**config.mk**
```make
export PLATFORM = sky130hd
export DESIGN_NAME = sdram_cmd_sched_flat
export DESIGN_NICKNAME = d
export VERILOG_FILES = /design/src/rtl/sdram_cmd_pkg.sv /design/src/rtl/sdram_cmd_sched_if.sv /design/src/rtl/sdram_down_timer.sv /design/src/rtl/sdram_cmd_sched.sv /design/src/flat_wrapper.sv
export SDC_FILE = /design/constraint.sdc
export NUM_CORES = 1
export LEC_CHECK = 0
export CORE_UTILIZATION = 25
export DETAILED_ROUTE_END_ITERATION = 12
export GPL_TIMING_DRIVEN = 0
export PLACE_DENSITY = 0.47
export SLEW_MARGIN = 5
export SYNTH_ARGS = -nofsm -noshare
export SYNTH_HDL_FRONTEND = slang
export SYNTH_SLANG_ARGS = --single-unit
```
**constraint.sdc**
```tcl
create_clock -name clk0 -period 2.6 [get_ports clk0]
set_input_delay 0.52 -clock clk0 [delete_from_list [all_inputs] [get_ports clk0]]
set_output_delay 0.52 -clock clk0 [all_outputs]
set_load 0.02 [all_outputs]
```
**src/rtl/sdram_cmd_pkg.sv**
```systemverilog
// sdram_cmd_pkg: shared encodings for the SDRAM command scheduler.
// FSM states, recorded command codes and grant priority slots.
package sdram_cmd_pkg;

  typedef enum logic [1:0] {
    S_IDLE,
    S_RECOV,
    S_TRAIL
  } state_e;

  localparam logic [2:0] CMD_NONE  = 3'd0;
  localparam logic [2:0] CMD_NOP   = 3'd1;
  localparam logic [2:0] CMD_REF   = 3'd2;
  localparam logic [2:0] CMD_READ  = 3'd3;
  localparam logic [2:0] CMD_WRITE = 3'd4;
  localparam logic [2:0] CMD_PRE   = 3'd5;
  localparam logic [2:0] CMD_LMR   = 3'd6;

  // Lower slot index wins the grant.
  localparam int PRIO_LMR  = 0;
  localparam int PRIO_PRE  = 1;
  localparam int PRIO_UREF = 2;
  localparam int PRIO_RD   = 3;
  localparam int PRIO_WR   = 4;
  localparam int PRIO_NREF = 5;
  localparam int PRIO_NOP  = 6;
  localparam int PRIO_N    = 7;

  function automatic logic has_trail(input logic [2:0] c);
    return (c == CMD_REF) || (c == CMD_READ) || (c == CMD_WRITE);
  endfunction

endpackage

```
**src/rtl/sdram_cmd_sched_if.sv**
```systemverilog
// sdram_cmd_sched_if: request/strobe bundle between the
// microprocessor side and the command scheduler.
interface sdram_cmd_sched_if #(
  parameter int CMD_DUR_W = 8,
  parameter int REF_DUR_W = 4,
  parameter int PEND_W    = 3
);
  logic                 nop;
  logic                 ref_req;
  logic                 refresh;
  logic                 reada;
  logic                 writea;
  logic                 precharge;
  logic                 load_mod;
  logic [CMD_DUR_W-1:0] cmd_dur;
  logic [REF_DUR_W-1:0] ref_dur;
  logic                 do_nop;
  logic                 do_reada;
  logic                 do_writea;
  logic                 do_refresh;
  logic                 do_precharge;
  logic                 do_load_mod;
  logic                 rw_flag;
  logic                 busy;
  logic [PEND_W-1:0]    ref_pending;
  logic                 ref_overflow;

  modport master (
    output nop, ref_req, refresh, reada, writea,
    output precharge, load_mod, cmd_dur, ref_dur,
    input  do_nop, do_reada, do_writea, do_refresh,
    input  do_precharge, do_load_mod, rw_flag, busy,
    input  ref_pending, ref_overflow
  );

  modport slave (
    input  nop, ref_req, refresh, reada, writea,
    input  precharge, load_mod, cmd_dur, ref_dur,
    output do_nop, do_reada, do_writea, do_refresh,
    output do_precharge, do_load_mod, rw_flag, busy,
    output ref_pending, ref_overflow
  );

endinterface

```
**src/rtl/sdram_down_timer.sv**
```systemverilog
// sdram_down_timer: loadable down-counter that parks at zero;
// last_o flags the final counted cycle.
module sdram_down_timer #(
  parameter int W = 8
) (
  input  logic         clk_i,
  input  logic         rst_i,
  input  logic         load_i,
  input  logic [W-1:0] val_i,
  output logic         last_o
);

  logic [W-1:0] cnt_q, cnt_d;

  always_comb begin
    cnt_d = cnt_q;
    if (load_i) begin
      cnt_d = val_i;
    end else if (cnt_q != '0) begin
      cnt_d = cnt_q - W'(1);
    end
  end

  always_ff @(posedge clk_i) begin
    if (rst_i) begin
      cnt_q <= '0;
    end else begin
      cnt_q <= cnt_d;
    end
  end

  assign last_o = (cnt_q == W'(1));

endmodule

```
**src/rtl/sdram_cmd_sched.sv**
```systemverilog
// sdram_cmd_sched: priority grant of level requests into one-cycle
// do_* strobes, with recovery/trail windows and a refresh queue.
module sdram_cmd_sched
  import sdram_cmd_pkg::*;
#(
  parameter int CMD_DUR_W  = 8,
  parameter int REF_DUR_W  = 4,
  parameter int PEND_W     = 3,
  parameter int REF_URGENT = 4
) (
  input  logic             clk0,
  input  logic             reset,
  sdram_cmd_sched_if.slave bus
);

  localparam logic [PEND_W-1:0] PEND_MAX = '1;
  localparam logic [PEND_W-1:0] PEND_URG = PEND_W'(REF_URGENT);

  state_e               state_q, state_d;
  logic [2:0]           str_q, last_q, last_d, grant;
  logic                 rw_q, rw_d;
  logic                 ovf_q, ovf_d;
  logic                 ref_req_q;
  logic [PEND_W-1:0]    pend_q, pend_d;
  logic [PRIO_N-1:0]    req;
  logic                 urgent, rise, dec;
  logic                 rec_load, trl_load;
  logic                 rec_last, trl_last;
  logic [CMD_DUR_W-1:0] rec_val;

  assign urgent  = bus.refresh || (pend_q >= PEND_URG);
  assign rise    = bus.ref_req && !ref_req_q;
  assign rec_val = (bus.cmd_dur == '0) ? CMD_DUR_W'(1) : bus.cmd_dur;

  always_comb begin
    req            = '0;
    req[PRIO_LMR]  = bus.load_mod;
    req[PRIO_PRE]  = bus.precharge;
    req[PRIO_UREF] = urgent;
    req[PRIO_RD]   = bus.reada;
    req[PRIO_WR]   = bus.writea;
    req[PRIO_NREF] = (pend_q != '0) && !urgent;
    // Back-to-back nops are suppressed.
    req[PRIO_NOP]  = bus.nop && (str_q != CMD_NOP);
    grant          = CMD_NONE;
    if (state_q == S_IDLE) begin
      priority case (1'b1)
        req[PRIO_LMR]:  grant = CMD_LMR;
        req[PRIO_PRE]:  grant = CMD_PRE;
        req[PRIO_UREF]: grant = CMD_REF;
        req[PRIO_RD]:   grant = CMD_READ;
        req[PRIO_WR]:   grant = CMD_WRITE;
        req[PRIO_NREF]: grant = CMD_REF;
        req[PRIO_NOP]:  grant = CMD_NOP;
        default:        grant = CMD_NONE;
      endcase
    end
  end

  always_comb begin
    state_d  = state_q;
    last_d   = last_q;
    rw_d     = rw_q;
    rec_load = 1'b0;
    trl_load = 1'b0;
    unique case (state_q)
      S_IDLE: begin
        if (grant != CMD_NONE && grant != CMD_NOP) begin
          state_d  = S_RECOV;
          rec_load = 1'b1;
          last_d   = grant;
          rw_d     = (grant == CMD_READ);
        end
      end
      S_RECOV: begin
        if (rec_last) begin
          if (has_trail(last_q) && bus.ref_dur != '0) begin
            state_d  = S_TRAIL;
            trl_load = 1'b1;
          end else begin
            state_d = S_IDLE;
          end
        end
      end
      S_TRAIL: begin
        if (trl_last) state_d = S_IDLE;
      end
      default: state_d = S_IDLE;
    endcase
  end

  always_comb begin
    dec    = (grant == CMD_REF) && (pend_q != '0);
    pend_d = pend_q;
    ovf_d  = ovf_q || (rise && pend_q == PEND_MAX);
    if (rise && !dec && pend_q != PEND_MAX) begin
      pend_d = pend_q + PEND_W'(1);
    end else if (dec && !rise) begin
      pend_d = pend_q - PEND_W'(1);
    end
  end

  always_ff @(posedge clk0) begin
    if (reset) begin
      state_q   <= S_IDLE;
      str_q     <= CMD_NONE;
      last_q    <= CMD_NONE;
      rw_q      <= 1'b0;
      ovf_q     <= 1'b0;
      pend_q    <= '0;
      ref_req_q <= 1'b0;
    end else begin
      state_q   <= state_d;
      str_q     <= grant;
      last_q    <= last_d;
      rw_q      <= rw_d;
      ovf_q     <= ovf_d;
      pend_q    <= pend_d;
      ref_req_q <= bus.ref_req;
    end
  end

  sdram_down_timer #(.W(CMD_DUR_W)) u_rec (
    .clk_i  (clk0),
    .rst_i  (reset),
    .load_i (rec_load),
    .val_i  (rec_val),
    .last_o (rec_last)
  );

  sdram_down_timer #(.W(REF_DUR_W)) u_trl (
    .clk_i  (clk0),
    .rst_i  (reset),
    .load_i (trl_load),
    .val_i  (bus.ref_dur),
    .last_o (trl_last)
  );

  assign bus.do_nop       = (str_q == CMD_NOP);
  assign bus.do_refresh   = (str_q == CMD_REF);
  assign bus.do_reada     = (str_q == CMD_READ);
  assign bus.do_writea    = (str_q == CMD_WRITE);
  assign bus.do_precharge = (str_q == CMD_PRE);
  assign bus.do_load_mod  = (str_q == CMD_LMR);
  assign bus.rw_flag      = rw_q;
  assign bus.busy         = (state_q != S_IDLE);
  assign bus.ref_pending  = pend_q;
  assign bus.ref_overflow = ovf_q;

endmodule
```
**src/flat_wrapper.sv**
```systemverilog
// flat-port wrapper written by rule: the top's interface ports become plain ports
module sdram_cmd_sched_flat import sdram_cmd_pkg::*;
#(
  parameter int CMD_DUR_W  = 8,
  parameter int REF_DUR_W  = 4,
  parameter int PEND_W     = 3,
  parameter int REF_URGENT = 4
)
  (clk0, reset, bus_nop, bus_ref_req, bus_refresh, bus_reada, bus_writea, bus_precharge, bus_load_mod, bus_cmd_dur, bus_ref_dur, bus_do_nop, bus_do_reada, bus_do_writea, bus_do_refresh, bus_do_precharge, bus_do_load_mod, bus_rw_flag, bus_busy, bus_ref_pending, bus_ref_overflow);
  sdram_cmd_sched_if #(.CMD_DUR_W(CMD_DUR_W), .REF_DUR_W(REF_DUR_W), .PEND_W(PEND_W)) bus_i ();
  input  logic clk0;
  input  logic reset;
  input wire logic [$bits(bus_i.nop)-1:0] bus_nop;
  input wire logic [$bits(bus_i.ref_req)-1:0] bus_ref_req;
  input wire logic [$bits(bus_i.refresh)-1:0] bus_refresh;
  input wire logic [$bits(bus_i.reada)-1:0] bus_reada;
  input wire logic [$bits(bus_i.writea)-1:0] bus_writea;
  input wire logic [$bits(bus_i.precharge)-1:0] bus_precharge;
  input wire logic [$bits(bus_i.load_mod)-1:0] bus_load_mod;
  input wire logic [$bits(bus_i.cmd_dur)-1:0] bus_cmd_dur;
  input wire logic [$bits(bus_i.ref_dur)-1:0] bus_ref_dur;
  output wire logic [$bits(bus_i.do_nop)-1:0] bus_do_nop;
  output wire logic [$bits(bus_i.do_reada)-1:0] bus_do_reada;
  output wire logic [$bits(bus_i.do_writea)-1:0] bus_do_writea;
  output wire logic [$bits(bus_i.do_refresh)-1:0] bus_do_refresh;
  output wire logic [$bits(bus_i.do_precharge)-1:0] bus_do_precharge;
  output wire logic [$bits(bus_i.do_load_mod)-1:0] bus_do_load_mod;
  output wire logic [$bits(bus_i.rw_flag)-1:0] bus_rw_flag;
  output wire logic [$bits(bus_i.busy)-1:0] bus_busy;
  output wire logic [$bits(bus_i.ref_pending)-1:0] bus_ref_pending;
  output wire logic [$bits(bus_i.ref_overflow)-1:0] bus_ref_overflow;
  assign bus_i.nop = bus_nop;
  assign bus_i.ref_req = bus_ref_req;
  assign bus_i.refresh = bus_refresh;
  assign bus_i.reada = bus_reada;
  assign bus_i.writea = bus_writea;
  assign bus_i.precharge = bus_precharge;
  assign bus_i.load_mod = bus_load_mod;
  assign bus_i.cmd_dur = bus_cmd_dur;
  assign bus_i.ref_dur = bus_ref_dur;
  assign bus_do_nop = bus_i.do_nop;
  assign bus_do_reada = bus_i.do_reada;
  assign bus_do_writea = bus_i.do_writea;
  assign bus_do_refresh = bus_i.do_refresh;
  assign bus_do_precharge = bus_i.do_precharge;
  assign bus_do_load_mod = bus_i.do_load_mod;
  assign bus_rw_flag = bus_i.rw_flag;
  assign bus_busy = bus_i.busy;
  assign bus_ref_pending = bus_i.ref_pending;
  assign bus_ref_overflow = bus_i.ref_overflow;
  sdram_cmd_sched #(.CMD_DUR_W(CMD_DUR_W), .REF_DUR_W(REF_DUR_W), .PEND_W(PEND_W), .REF_URGENT(REF_URGENT)) u_core (.clk0(clk0), .reset(reset), .bus(bus_i));
endmodule
```
==> summary.md, run 1 <==
| Metric | Value |
|---|---|
| Antenna cell count | 0 |
| Final nets | 234 |
| Drt wl/cell | 12.0 µm |
| Final hold violations | 0 |
| Share of layout cells above drive strength 1 | 8.29% |
| Crit path depth | 9 |
| Floorplan row count | 27 |
| Leak | 0.766 nW |
| Largest net degree at the start of global routing | 14 |
| Slowest-stage cell, CP | clkdlybuf4s50_1 |
| R2R depth | 8 |
| Crit Path Max Fanout | 3 |
| RSZ-0062 raised after global routing | false |
| Via count | 1259 |
| Routed WL | 3.33 mm |
| Critical Path AT | 2.61 ns |
| Hold-fix buffers, CTS | 0 |
| First-pass GRT wire length | 5.75 mm |
| R2R setup slack | 0.34 ns |
| CP max stage delay | 0.45 ns |
| Placed Instances | 272 |
| Simple-Gate Fraction of Synth Area | 30.4% |
| Post-route ant nets | 0 |
| Mux contribution to synthesized area | 7.16% |
| Async S/R FF share, synth | 0% |
| Post-synth EDFFs | 0 |
| Synth Instances | 168 |
| Worst r2r src | u_core.bus.ref_pending[0] |
| Synth Warn # | 0 |
| Crit path kind | in -> reg |
| Largest family of logic cells by synthesized area | simple AND/OR/NAND/NOR gates |
| Slew @ Worst Pin | 0.629 ns |
| Die height | 77.7 µm |
| Gr usage total | 11.9% |
| Area fraction in compound gates after synthesis | 13.3% |
| H-tree depth | 1 |
| Number of setup violations in the final report | 0 |
| Clock Skews | 0.00202 ns |
| WHS | 0.467 ns |
| Hold crit path type | reg -> reg |
| CTS Root Cell | clkbuf_8 |
| Synth Flop Type | dfxtp_1 |
| Placeable Area | 0.00551 mm² |
| # clock sinks | 26 |
| Number of library cell types mapped by synthesis | 44 |
| Vias in the first global route | 1241 |
| CTS clk-pin slew, worst paths | 0.09 ns |
| Crit share post-route | 94.0% |
| #FFs+latches synth | 26 |
| Grt total ovfl | 0 |
| Vias/cell | 4.55 |
| Setup crit start | bus_writea |
| IO buf count | 32 |
| CP endpoint kind | flop |
| Pwr/cell area | 656 mW/mm² |
| Final Max Tran Viols | 0 |
| Status | finished, final reports clean |
| Layout overhead on the synthesized area | 33.4% |
| CP top delay family | simple AND/OR/NAND/NOR gates |
| CTS Buf Count | 3 |
| Required @ worst endpoint | 2.77 ns |
| TritonCTS clock tree | built |
| Worst path cell trace | clkdlybuf4s50_1, nor4b_2, a311oi_2, nand4bb_2, nand2_1, fa_1, and2_1, mux2i_1, mux2_2 |
| Critical path buffer and inverter count | 1 |
| Remaining DRCs | 0 |
| Starting density of the core | 26.0% |
| Die X | 77.7 µm |
| Synthesized area | 0.00143 mm² |
| Mean Syn Cell Area | 8.53 µm² |
| Clk Latency, worst-skew pair | 0.27 ns |
| Sequential element share of the synthesized area | 36.3% |
| Clock Tree Buf Depth | 2 |
| I/O Pins | 33 |
| Max transition margin | 57.6% |
| Initial antenna violation count | 0 |
| DR iter-0 viols | 29 |
| Pre-CTS WS | -0.301 ns |
| Final worst path period need | 2.44 ns |
| Post-Synth Adder-Cell Area | 5.76% |
| Post-DP HPWL | 2.56 mm |
| R2r endpoint | u_core.bus.ref_pending[2] |
| Hold Startpoint | u_core.last_q[0] |
| RePlAce Congestion | 0.743 |
| XOR/XNOR Fraction of Synth Area | 3.67% |
| MaxCap Viol Count | 0 |
| Setup ws final | 0.156 ns |
| CP Launch Type | primary input |
| Post-Syn Nets | 195 |
| Fin cells | 277 |
| Post-Route Setup TNS | 0 ns |
| Critical Path Sink | u_core.bus.ref_pending[2] |
| TritonRoute pass-1 iters | 4 |
| Die Area | 0.00604 mm² |
| Max Freq | 0.409 GHz |
| Max rail drop VDD | 267 µV |
## how the worst min path moves through the flow
stage | endpoint | cells after the start
2_1_floorplan | u_core.last_q[0] | 2
3_3_place_gp | u_core.last_q[0] | 2
3_5_place_dp | u_core.last_q[0] | 2
4_1_cts | u_core.last_q[0] | 2
5_1_grt | u_core.last_q[1] | 2
6_report | u_core.last_q[0] | 2
## tightest hold or removal path: stages (launching register included)
cell,delay (ns)
dfxtp_1,0.32
nand2_1,0.05
a21oi_1,0.06
## registers in the layout, summed over array words and instances, names as in the netlist
register	flops
u_core.bus.ref_pending	3
u_core.str_q	3
u_core.last_q	3
u_core.state_q	2
u_core.ref_req_q	1
u_core.bus.ref_overflow	1
u_core.u_rec.cnt_q	8
u_core.bus.rw_flag	1
u_core.u_trl.cnt_q	4
## timing repair
action | in CTS | in global routing
gates resized for setup | 0 | 2
buffers inserted | 0 | 2
setup endpoints to repair | 0 | 1
endpoints found under the hold margin | 0 | 0
## layout by cell type (no fill, tap or decap), types with 2 or more instances in the layout
| master | n |
|---|---|
| a211oi_1 | 4 |
| a21oi_1 | 10 |
| and3b_2 | 3 |
| buf_2 | 2 |
| buf_4 | 2 |
| clkbuf_1 | 3 |
| clkbuf_8 | 3 |
| clkdlybuf4s50_1 | 32 |
| dfxtp_1 | 26 |
| ha_1 | 5 |
| inv_1 | 6 |
| mux2i_1 | 8 |
| nand2_1 | 15 |
| nand2b_1 | 3 |
| nand3_1 | 4 |
| nand4_1 | 2 |
| nor2_1 | 22 |
| nor2b_1 | 4 |
| nor3_1 | 8 |
| nor3b_1 | 6 |
| nor4_1 | 3 |
| o21ai_0 | 3 |
| or4_1 | 2 |
| xnor2_1 | 3 |
| xor2_1 | 3 |
## stage by stage
stage               utilization [%]  cell area (µm²)  power, mW
finish                         34.7             1910       1.25
global route                   34.7             1910       1.36
CTS                            34.2             1880       1.27
detailed placement             33.5             1840       1.03
global placement               33.5             1840       1.03
floorplan                         -             1430      0.885
## synth_stat cells (all sizes together), types with 2 or more instances
library cell	instances	share of area, %
nand3	4	1.4
mux2i	8	5.6
nand2	15	3.9
inv	6	1.6
ha	5	4.4
o21ai	3	1.0
or4	2	1.0
nor3	9	3.1
xor2	3	1.8
nand4	2	0.87
xnor2	3	1.8
nor2b	4	1.7
mux2	2	1.6
buf	2	0.70
a21oi	10	3.5
dfxtp	26	36
clkbuf	4	1.1
nand2b	3	1.3
nor2	22	5.8
a211oi	4	2.1
and3b	3	2.1
a311oi	2	1.7
nor4	4	2.2
nor3b	6	3.1
## cell families (layout without fill, tap and decap cells)
logic type | after synthesis | in the layout
muxes | 10 | 10
adders and majority gates | 6 | 6
AOI/OAI and AO/OA | 28 | 28
and+or+nand+nor | 80 | 80
DFF | 26 | 26
xor gates and xnor gates | 6 | 6
buffers and inverters | 12 | 49
## per-layer routing
metal	track usage, %	part of all wire [%]	up-vias	wire length (µm)
met2	19.8	47	19	1550
met1	15.6	50	560	1660
met5	0	0	-	0
li1	-	-	676	-
met4	5.09	1.3	0	44
met3	1.06	2.3	4	77
## final cells by class
type                       count  area [µm²]
buffer                         6        26.3
clock buffer                   3        41.3
fill                         592        3600
inverter                       6        22.5
multi-input combinational    130         875
sequential                    26         520
tap                           72        90.1
timing repair buffer          34         335
## power breakdown
group / total (mW) / switching (mW) / internal [mW]
Sequential: 0.537 / 0.0729 / 0.465
Combinational: 0.486 / 0.247 / 0.239
Clock: 0.231 / 0.127 / 0.104
Total: 1.25 / 0.446 / 0.807
No activity file was read; power rests on OpenSTA's default activity.
==> run 2: changes to the inputs <==
CTS_CLUSTER_SIZE = 28   (was not set)
==> results of run 2 <==
No change in the layout: final DEF, timing and power equal those of run 1.
